<file path="config.mk">
export PLATFORM = sky130hd
export DESIGN_NAME = cascade_time_counter
export DESIGN_NICKNAME = d
export VERILOG_FILES = /design/src/rtl/cascade_time_counter.sv
export SDC_FILE = /design/constraint.sdc
export NUM_CORES = 1
export LEC_CHECK = 0
export CAP_MARGIN = 30
export CORE_MARGIN = 5
export CORE_UTILIZATION = 40
export DETAILED_ROUTE_END_ITERATION = 8
export PLACE_DENSITY_LB_ADDON = 0.08
export SLEW_MARGIN = 20
export SYNTH_ARGS = -nofsm -noshare
export SYNTH_HDL_FRONTEND = slang
export SYNTH_SLANG_ARGS = --single-unit
</file>
<file path="constraint.sdc">
create_clock -name clk -period 1.9 [get_ports clk]
set_clock_uncertainty 0.1 [all_clocks]
set_input_delay 0.38 -clock clk [delete_from_list [all_inputs] [get_ports clk]]
set_output_delay 0.38 -clock clk [all_outputs]
set_load 0.005 [all_outputs]
</file>
<file path="src/rtl/cascade_time_counter.sv">
// Modulo-N time-unit counter with tick prescaler for cascaded sec/min/hour chains.
// Optional macro DOWN_COUNT_EN adds a dir port for down counting with borrow.
module cascade_time_counter #(
  parameter int WIDTH    = 7,
  parameter int MODULUS  = 60,
  parameter int PRESCALE = 60
) (
  input  logic             clk,
  input  logic             reset,
  input  logic             tick_in,
  input  logic             hold,
  input  logic             load,
  input  logic [WIDTH-1:0] load_value,
`ifdef DOWN_COUNT_EN
  input  logic             dir,
`endif
  output logic [WIDTH-1:0] value,
  output logic             carry_out,
  output logic             load_err
);

  // One extra bit so MODULUS == 2**WIDTH still compares correctly
  localparam logic [WIDTH:0]   MOD_W    = (WIDTH+1)'(MODULUS);
  localparam logic [WIDTH-1:0] VAL_LAST = WIDTH'(MODULUS - 1);
  localparam logic [WIDTH-1:0] PRE_LAST = WIDTH'(PRESCALE - 1);

  logic [WIDTH-1:0] prescaler;
  logic             load_ok;
  logic             roll;
  logic             down;

  assign load_ok = {1'b0, load_value} < MOD_W;
  assign roll    = prescaler == PRE_LAST;

`ifdef DOWN_COUNT_EN
  assign down = dir;
`else
  assign down = 1'b0;
`endif

  always_ff @(posedge clk or posedge reset) begin
    if (reset) begin
      value     <= '0;
      prescaler <= '0;
      carry_out <= 1'b0;
      load_err  <= 1'b0;
    end else begin
      carry_out <= 1'b0;
      load_err  <= 1'b0;
      if (load) begin
        if (load_ok) begin
          value     <= load_value;
          prescaler <= '0;
        end else begin
          load_err  <= 1'b1;
        end
      end else if (!hold && tick_in) begin
        if (!roll) begin
          prescaler <= prescaler + 1'b1;
        end else begin
          prescaler <= '0;
          if (down) begin
            if (value == '0) begin
              value     <= VAL_LAST;
              carry_out <= 1'b1;
            end else begin
              value     <= value - 1'b1;
            end
          end else begin
            if (value == VAL_LAST) begin
              value     <= '0;
              carry_out <= 1'b1;
            end else begin
              value     <= value + 1'b1;
            end
          end
        end
      end
    end
  end

endmodule

</file>
==> results of run 1 <==
## flip-flops by register name, indices dropped and copies added, names as in the netlist
signal	count
carry_out	1
load_err	1
prescaler	7
value	7
## area by class of cell
cell class | instances | area [sq um] | share of cell area, %
Multi-Input combinational cell | 75 | 552 | 40.6
Tap cell | 28 | 35.0 | 2.58
Clock buffer | 3 | 22.5 | 1.66
Timing Repair Buffer | 36 | 332 | 24.4
Inverter | 5 | 18.8 | 1.38
Sequential cell | 16 | 400 | 29.4
## metal layers
| layer | share of wire [%] | wire length (um) | up-vias |
|---|---|---|---|
| li1 | - | - | 457 |
| met1 | 47 | 1180 | 433 |
| met2 | 48 | 1220 | 24 |
| met3 | 3.6 | 91 | 5 |
| met4 | 1.7 | 43 | 0 |
| met5 | 0 | 0 | - |
## report_power, final
part / total (mW) / internal (mW) / switching [mW] / leakage [nW]
combinational: 0.229 / 0.132 / 0.0967 / 0.382
sequential: 0.412 / 0.372 / 0.0393 / 0.210
clock: 0.180 / 0.0737 / 0.107 / 0.0138
## worst register-to-register path, cell delays in order, from the launching register on
cell and delay, ns:
dfrtp_1 0.41, ha_1 0.24, nand4_1 0.22, nor4_4 0.31, o22ai_1 0.11, mux2_2 0.27
## placed cells by master (no fill, tap or decap), types with 4 or more instances in the layout
| cell | n |
|---|---|
| nand2_1 | 9 |
| inv_1 | 5 |
| nand3_1 | 6 |
| clkdlybuf4s50_1 | 17 |
| a21oi_1 | 8 |
| buf_4 | 15 |
| o21ai_0 | 4 |
| dfrtp_1 | 16 |
## per-stage QoR
| stage | util [%] | setup TNS (ns) | hold WS (ns) | cells |
|---|---|---|---|---|
| floorplan | - | 0 | 0.194 | 98 |
| global placement | 56.9 | -1.64 | 0.412 | 157 |
| detailed placement | 56.9 | -2.32 | 0.414 | 157 |
| CTS | 58.3 | 0 | 0.306 | 161 |
| global route | 60.9 | 0 | 0.314 | 163 |
| finish | 60.9 | 0 | 0.295 | 163 |
## logic make-up after synthesis
logic type	count (synthesis)	synth area share, %
flip-flops	16	42.3
AO/OA/AOI/OAI	29	21.0
XOR/XNOR	1	0.926
multiplexers	2	2.25
adder cells (fa/ha/maj)	2	2.65
AND/OR/NAND/NOR	41	28.0
buffers and inverters	7	2.78
## path summary, 6_finish.rpt
check                                         start                       end  slack [ns]
setup / recovery               value[2]$_DFFE_PP0P_                  value[2]        0.13
hold / removal                                reset  prescaler[5]$_DFFE_PP0P_        0.30
setup reg to reg           prescaler[0]$_DFFE_PP0P_      value[6]$_DFFE_PP0P_        0.13
hold reg to reg            prescaler[0]$_DFFE_PP0P_  prescaler[0]$_DFFE_PP0P_        0.44
max in group asynchronous                     reset      value[4]$_DFFE_PP0P_        1.22
min in group clk                               load  prescaler[0]$_DFFE_PP0P_        0.37
## timing repair
action                                 in CTS  in global routing
resized for setup                           0                 11
setup endpoints to repair                   1                  8
pin swaps                                   1                  2
buffers inserted                            1                  2
endpoints found under the hold margin       0                  0
cloned                                      0                  0
==> run summary, run 1 <==
GR Util met2 = 24.2%
H-tree depth = 1
status = finished, final reports clean
largest net degree at the start of global routing = 17
Netlist cell types = 39
crit-path cells = clkdlybuf4s50_1
grt peak-use layer = met2
final wirelength = 2530 um
Yosys Warn Count = 0
Placement Setup Slack = -0.340 ns
Slew HR = 75.2%
hold-fix buffers at CTS = 0
post-synth top area share = 42.3%
Die Area = 3440 sq um
Root Driver = clkbuf_4
Clock Pin Slew Worst Setup and Hold Paths = 0.09 ns
crit path max fanout = 6
Die Height = 58.6 um
stages on the worst setup path = 1
crit share post-route = 93.2%
CP max stage cell = clkdlybuf4s50_1
ys flop type = dfrtp_1
initial antenna violation count = 0
overall power = 0.821 mW
post-synthesis sequential area ratio = 42.3%
Tmin final = 1.77 ns
Vias per Instance = 5.64
Crit path max-delay family = buffers and inverters
row count = 17
met3 capacity usage during global routing = 2.19%
RSZ-0062 raised after global routing = no
Clock Path Buffers = 2
DP Wirelength = 1930 um
Slew Limit Fails = 0
core area = 2230 sq um
flops & latches, synth = 16
Max rail drop VDD = 463 uV
post-synthesis cell count = 98
FMAX = 0.565 GHz
Antenna diodes = 0
area leader, netlist = dfrtp_1
drt pass-1 iters = 4
fill count = 208
first-pass GRT wire length = 4040 um
Finished Cell Area = 1360 sq um
vias = 919
CP Capture Type = output pin
GR Util met1 = 20.4%
final setup fails = 0
grt total ovfl = 0
num ports = 21
ranking of synthesized cells by area = dfrtp_1, a21oi_1, nand2_1
CTS buffer count = 3
PortBufs = 20
max-cap violation count = 0
Routed Antenna Nets = 0
R2R cell count = 5
measured slew at the worst slew-check pin = 0.371 ns
syn avg cell area = 9.65 sq um
worst hold-check path type = in -> async
drt wl/cell = 15.5 um
Synth top cells by count = dfrtp_1, a21oi_1, nand2_1
Startpoint Class = register
DRC violations left = 0
Nets = 151
synthesized area = 946 sq um
Post-Syn Nets = 112
final worst slack = 0.130 ns
Leak = 0.606 nW
pwr/cell area = 603 nW/um^2
EDFF count, synth = 0
clock sinks = 16
Worst EP arrival = 1.29 ns
all-layer global routing usage = 15.2%
routability congestion estimate = 0.813
initial core utilization = 42.4%
crit-path max cell delay = 0.54 ns
Placed Area = 1270 sq um
most common cell in the netlist = dfrtp_1
chip width = 58.6 um
Final Hold Viols = 0
CP Data Required Time = 1.42 ns
vias in the first global route = 908
synthesis-to-finish area growth = 43.8%
clock latency on the worst-skew pair = 0.29 ns
Setup CP Type = reg -> out
share of layout cells above drive strength 1 = 21.5%
Starting DRT DRC Count = 23
Synth async-reset ratio = 100%
Buf/Inv on CP = 1
TritonCTS clock tree = built
No activity file was read; power rests on OpenSTA's default activity.
==> run 2: changes to the inputs <==
Settings changed: CAP_MARGIN 30 to default, GPL_ROUTABILITY_DRIVEN from default to 0, SKIP_CTS_REPAIR_TIMING from default to 1.
==> run summary, run 2 (synthesized netlist as in run 1, its figures left out) <==
sequential group share of total power = 50.4% (was 50.2%)
all-layer global routing usage = 15.1% (was 15.2%)
CP Data Required Time = 1.98 ns (was 1.42 ns)
Setup CP Type = reg -> reg (was reg -> out)
Multi-input gate area = 554 sq um (was 552 sq um)
Die Height = 58.6 um (unchanged)
chip width = 58.6 um (unchanged)
vias = 900 (was 919)
final wirelength = 2550 um (was 2530 um)
max-cap violation count = 0 (unchanged)
clock latency on the worst-skew pair = 0.28 ns (was 0.29 ns)
initial antenna violation count = 0 (unchanged)
row count = 17 (unchanged)
initial core utilization = 42.4% (unchanged)
PortBufs = 20 (unchanged)
CTS buffer count = 3 (unchanged)
Antenna diodes = 0 (unchanged)
Placement Setup Slack = -0.340 ns (unchanged)
crit-path cells = ha_1, nand4_1, nor4_4, o22ai_1, mux2_2 (was clkdlybuf4s50_1)
Starting DRT DRC Count = 25 (was 23)
largest net degree at the start of global routing = 17 (unchanged)
TritonCTS clock tree = built (unchanged)
drt pass-1 iters = 4 (unchanged)
core area = 2230 sq um (unchanged)
CP Capture Type = register (was output pin)
hold slack = 0.297 ns (was 0.295 ns)
power share of the combinational group = 28.0% (was 27.8%)
Clock Pin Slew Worst Setup and Hold Paths = 0.09 ns (about the same)
RSZ-0062 raised after global routing = no (unchanged)
Clk pwr share = 21.6% (was 22.0%)
Clock Path Buffers = 2 (unchanged)
Regs by FF count = prescaler: 7 flops, value: 7 flops (unchanged)
clock sinks = 16 (unchanged)
Slew HR = 74.6% (was 75.2%)
final core area utilization = 61.2% (was 60.9%)
DRC violations left = 0 (unchanged)
share of layout cells above drive strength 1 = 21.6% (was 21.5%)
pwr/cell area = 597 nW/um^2 (was 603 nW/um^2)
H-tree depth = 1 (unchanged)
Layout Cells excl Fill = 162 (was 163)
commonest cells after routing, fill and taps aside = clkdlybuf4s50_1, dfrtp_1, buf_4 (unchanged)
measured slew at the worst slew-check pin = 0.380 ns (was 0.371 ns)
FMAX = 0.563 GHz (was 0.565 GHz)
Root Driver = clkbuf_4 (unchanged)
commonest non-fill, non-tap cell in the layout = clkdlybuf4s50_1 (unchanged)
vias in the first global route = 912 (was 908)
num ports = 21 (unchanged)
register area = 400 sq um (unchanged)
Worst EP arrival = 1.85 ns (was 1.29 ns)
Switching Share = 29.2% (was 29.6%)
Net Switching = 0.238 mW (was 0.243 mW)
Max rail drop VDD = 454 uV (was 463 uV)
status = finished, final reports clean (unchanged)
Tmin final = 1.78 ns (was 1.77 ns)
fill count = 204 (was 208)
Final Hold Viols = 0 (unchanged)
Routed Antenna Nets = 0 (unchanged)
placed insts = 157 (unchanged)
drt wl/cell = 15.7 um (was 15.5 um)
Leak = 0.605 nW (was 0.606 nW)
CP max stage cell = dfrtp_1 (was clkdlybuf4s50_1)
Vias per Instance = 5.56 (was 5.64)
DP Wirelength = 1930 um (unchanged)
Nets = 150 (was 151)
final setup fails = 0 (unchanged)
grt total ovfl = 0 (unchanged)
Die Area = 3440 sq um (unchanged)
Startpoint Class = register (unchanged)
synthesis-to-finish area growth = 44.6% (was 43.8%)
final worst slack = 0.122 ns (was 0.130 ns)
crit share post-route = 93.6% (was 93.2%)
crit path max fanout = 4 (was 6)
first-pass GRT wire length = 4040 um (about the same)
Int Pwr = 0.578 mW (about the same)
worst hold-check path type = in -> async (unchanged)
crit-path max cell delay = 0.42 ns (was 0.54 ns)
Slew Limit Fails = 0 (unchanged)
[run 2: cell types whose count changed in the layout (fill, tap and decap cells not counted), sizes merged]
| cell | previous run | this run |
|---|---|---|
| buf | 16 | 15 |
[run 2: worst max-delay path: cells and delay by family (launching register included)]
family | cells | cell delay, ns
compound gates | 1 | 0.11
simple gates | 2 | 0.54
mux | 1 | 0.27
fa+ha+maj | 1 | 0.24
flops | 1 | 0.42
[run 2: final cells by class]
type,count,area share (%)
Multi-Input combinational cell,75,40.5
Clock buffer,3,1.65
Timing Repair Buffer,35,24.6
Tap cell,28,2.56
Sequential cell,16,29.3
Inverter,5,1.37
[run 2: final timing paths]
check | start | endpoint | slack, ns | depth (start not counted)
worst max-delay path | prescaler[0]$_DFFE_PP0P_ | value[6]$_DFFE_PP0P_ | 0.12 | 5
worst min-delay path | reset | value[2]$_DFFE_PP0P_ | 0.30 | 3
worst max register to register | prescaler[0]$_DFFE_PP0P_ | value[6]$_DFFE_PP0P_ | 0.12 | 5
worst min register to register | prescaler[0]$_DFFE_PP0P_ | prescaler[0]$_DFFE_PP0P_ | 0.45 | 1
max in group asynchronous | reset | prescaler[1]$_DFFE_PP0P_ | 1.22 | 3
min in group clk | load | prescaler[0]$_DFFE_PP0P_ | 0.38 | 3
[run 2: power groups by stage]
| stage | clock [mW] | sequential [mW] | combinational [mW] |
|---|---|---|---|
| final | 0.177 | 0.411 | 0.229 |
| after global routing | 0.196 | 0.417 | 0.253 |
| after CTS | 0.181 | 0.410 | 0.220 |
| after detailed placement | 0 | 0.417 | 0.218 |
| after global placement | 0 | 0.416 | 0.216 |
| after floorplan | 0 | 0.411 | 0.0946 |
[run 2: routing by layer]
layer | GRT usage, % | vias up | part of all wire (%)
li1 | - | 451 | -
met1 | 20.1 | 419 | 46
met2 | 23.9 | 28 | 49
met3 | 2.63 | 2 | 4.0
met4 | 6.80 | 0 | 0.75
met5 | 0 | - | 0
[run 2: through the flow]
stage | instance area, sq um | TNS, ns | total power [mW]
after global placement | 1270 | -1.64 | 0.632
after global routing | 1370 | 0 | 0.867
after CTS | 1290 | -0.0409 | 0.810
final | 1370 | 0 | 0.816
after detailed placement | 1270 | -2.32 | 0.635
after floorplan | 946 | 0 | 0.506
==> run 3: changes to the inputs <==
Settings changed: CORE_UTILIZATION 40 to 27.
==> run summary, run 3 (synthesized netlist as in run 1, its figures left out) <==
fill count = 393 (was 204)
worst r2r src = prescaler[6]$_DFFE_PP0P_ (was prescaler[0]$_DFFE_PP0P_)
drt wl/cell = 14.1 um (was 15.7 um)
R2R Setup Slk = -0.01 ns (was 0.12 ns)
Die Area = 4790 sq um (was 3440 sq um)
TritonCTS clock tree = built (unchanged)
Startpoint Class = register (unchanged)
pwr/cell area = 626 nW/um^2 (was 597 nW/um^2)
Slew Limit Fails = 0 (unchanged)
CP Capture Type = register (unchanged)
status = finished, violations left (was finished, final reports clean)
Slew HR = 76.1% (was 74.6%)
Tmin final = 1.91 ns (was 1.78 ns)
grt total ovfl = 0 (unchanged)
FMAX = 0.522 GHz (was 0.563 GHz)
violated checks = negative setup slack
vias in the first global route = 984 (was 912)
chip width = 69.2 um (was 58.6 um)
Setup CP Type = reg -> reg (unchanged)
Nets = 160 (was 150)
overall power = 0.897 mW (was 0.816 mW)
first-pass GRT wire length = 4630 um (was 4040 um)
final setup fails = 1 (was 0)
Regs by FF count = prescaler: 7 flops, value: 7 flops (unchanged)
clock latency on the worst-skew pair = 0.29 ns (was 0.28 ns)
RSZ-0062 raised after global routing = yes (was no)
max-cap violation count = 0 (unchanged)
largest net degree at the start of global routing = 17 (unchanged)
commonest non-fill, non-tap cell in the layout = buf_4 (was clkdlybuf4s50_1)
Clock Path Buffers = 2 (unchanged)
Multi-input gate area = 532 sq um (was 554 sq um)
Antenna diodes = 0 (unchanged)
Max rail drop VDD = 388 uV (was 454 uV)
DRC violations left = 0 (unchanged)
core area = 3360 sq um (was 2230 sq um)
row count = 21 (was 17)
Final Hold Viols = 0 (unchanged)
initial antenna violation count = 0 (unchanged)
commonest cells after routing, fill and taps aside = buf_4, clkdlybuf4s50_1, dfrtp_1 (was clkdlybuf4s50_1, dfrtp_1, buf_4)
measured slew at the worst slew-check pin = 0.358 ns (was 0.380 ns)
DP Wirelength = 2130 um (was 1930 um)
DR WL met2 = 1330 um (was 1250 um)
crit share post-route = 101% (was 93.6%)
Clock Pin Slew Worst Setup and Hold Paths = 0.10 ns (was 0.09 ns)
worst hold-check path type = in -> async (unchanged)
worst r2r dst = value[6]$_DFFE_PP0P_ (unchanged)
Worst EP arrival = 2.00 ns (was 1.85 ns)
Leak = 0.629 nW (was 0.605 nW)
drt pass-1 iters = 5 (was 4)
R2R cell count = 4 (was 5)
initial core utilization = 28.1% (was 42.4%)
H-tree depth = 1 (unchanged)
Root Driver = clkbuf_4 (unchanged)
met3 WL = 95 um (was 102 um)
PortBufs = 20 (unchanged)
synthesis-to-finish area growth = 51.5% (was 44.6%)
vias = 946 (was 900)
top sig layer = met4 (unchanged)
register area = 400 sq um (unchanged)
num ports = 21 (unchanged)
Routed Antenna Nets = 0 (unchanged)
Vias per Instance = 4.95 (was 5.56)
CTS buffer count = 3 (unchanged)
all-layer global routing usage = 11.9% (was 15.1%)
share of layout cells above drive strength 1 = 24.8% (was 21.6%)
final worst slack = -0.0145 ns (was 0.122 ns)
met1 wire length = 1250 um (was 1170 um)
clock sinks = 16 (unchanged)
final wirelength = 2690 um (was 2550 um)
Starting DRT DRC Count = 22 (was 25)
Die Height = 69.2 um (was 58.6 um)
Placement Setup Slack = -0.278 ns (was -0.340 ns)
CP Data Required Time = 1.98 ns (about the same)
crit path max fanout = 4 (unchanged)
-- run 3: critical path: stages, from the launching register on --
cell     delay, ns
dfrtp_1       0.43
or4bb_1       0.54
nor4_4        0.33
o22ai_1       0.13
mux2_4        0.27
-- run 3: layout make-up --
type / instances / share of cell area (%)
Clock buffer: 4 / 2.53
Multi-Input combinational cell: 75 / 37.1
Sequential cell: 16 / 27.9
Timing Repair Buffer: 45 / 27.1
Inverter: 5 / 1.31
Tap cell: 46 / 4.02
-- run 3: per-stage QoR --
stage | util, % | setup TNS [ns] | instance area, sq um | cells | hold slack, ns
floorplan | - | 0 | 946 | 98 | 0.194
global placement | 40.5 | -1.44 | 1360 | 184 | 0.411
detailed placement | 40.5 | -1.62 | 1360 | 184 | 0.415
CTS | 41.6 | 0 | 1400 | 188 | 0.294
global route | 42.6 | -0.0691 | 1430 | 191 | 0.359
finish | 42.6 | -0.0145 | 1430 | 191 | 0.290
-- run 3: worst max-delay path by stage --
stage	start	to	slack, ns	cells after the start
floorplan	prescaler[2]$_DFFE_PP0P_	value[6]$_DFFE_PP0P_	0.20	4
global placement	tick_in	value[6]$_DFFE_PP0P_	-0.26	5
detailed placement	tick_in	value[6]$_DFFE_PP0P_	-0.28	5
CTS	tick_in	value[6]$_DFFE_PP0P_	0.01	5
global route	prescaler[6]$_DFFE_PP0P_	value[6]$_DFFE_PP0P_	-0.05	4
finish	prescaler[6]$_DFFE_PP0P_	value[6]$_DFFE_PP0P_	-0.01	4
-- run 3: power by group --
group	switching [mW]	internal [mW]	leakage (nW)	total [mW]
Clock	0.120	0.117	0.0210	0.236
Combinational	0.104	0.150	0.398	0.254
Sequential	0.0346	0.372	0.210	0.407
Total	0.258	0.639	0.629	0.897
-- run 3: per-layer routing --
metal	up-vias	GRT usage, %
met5	-	0
met4	0	3.90
met3	2	2.32
met2	16	20.2
met1	458	14.9
li1	470	-
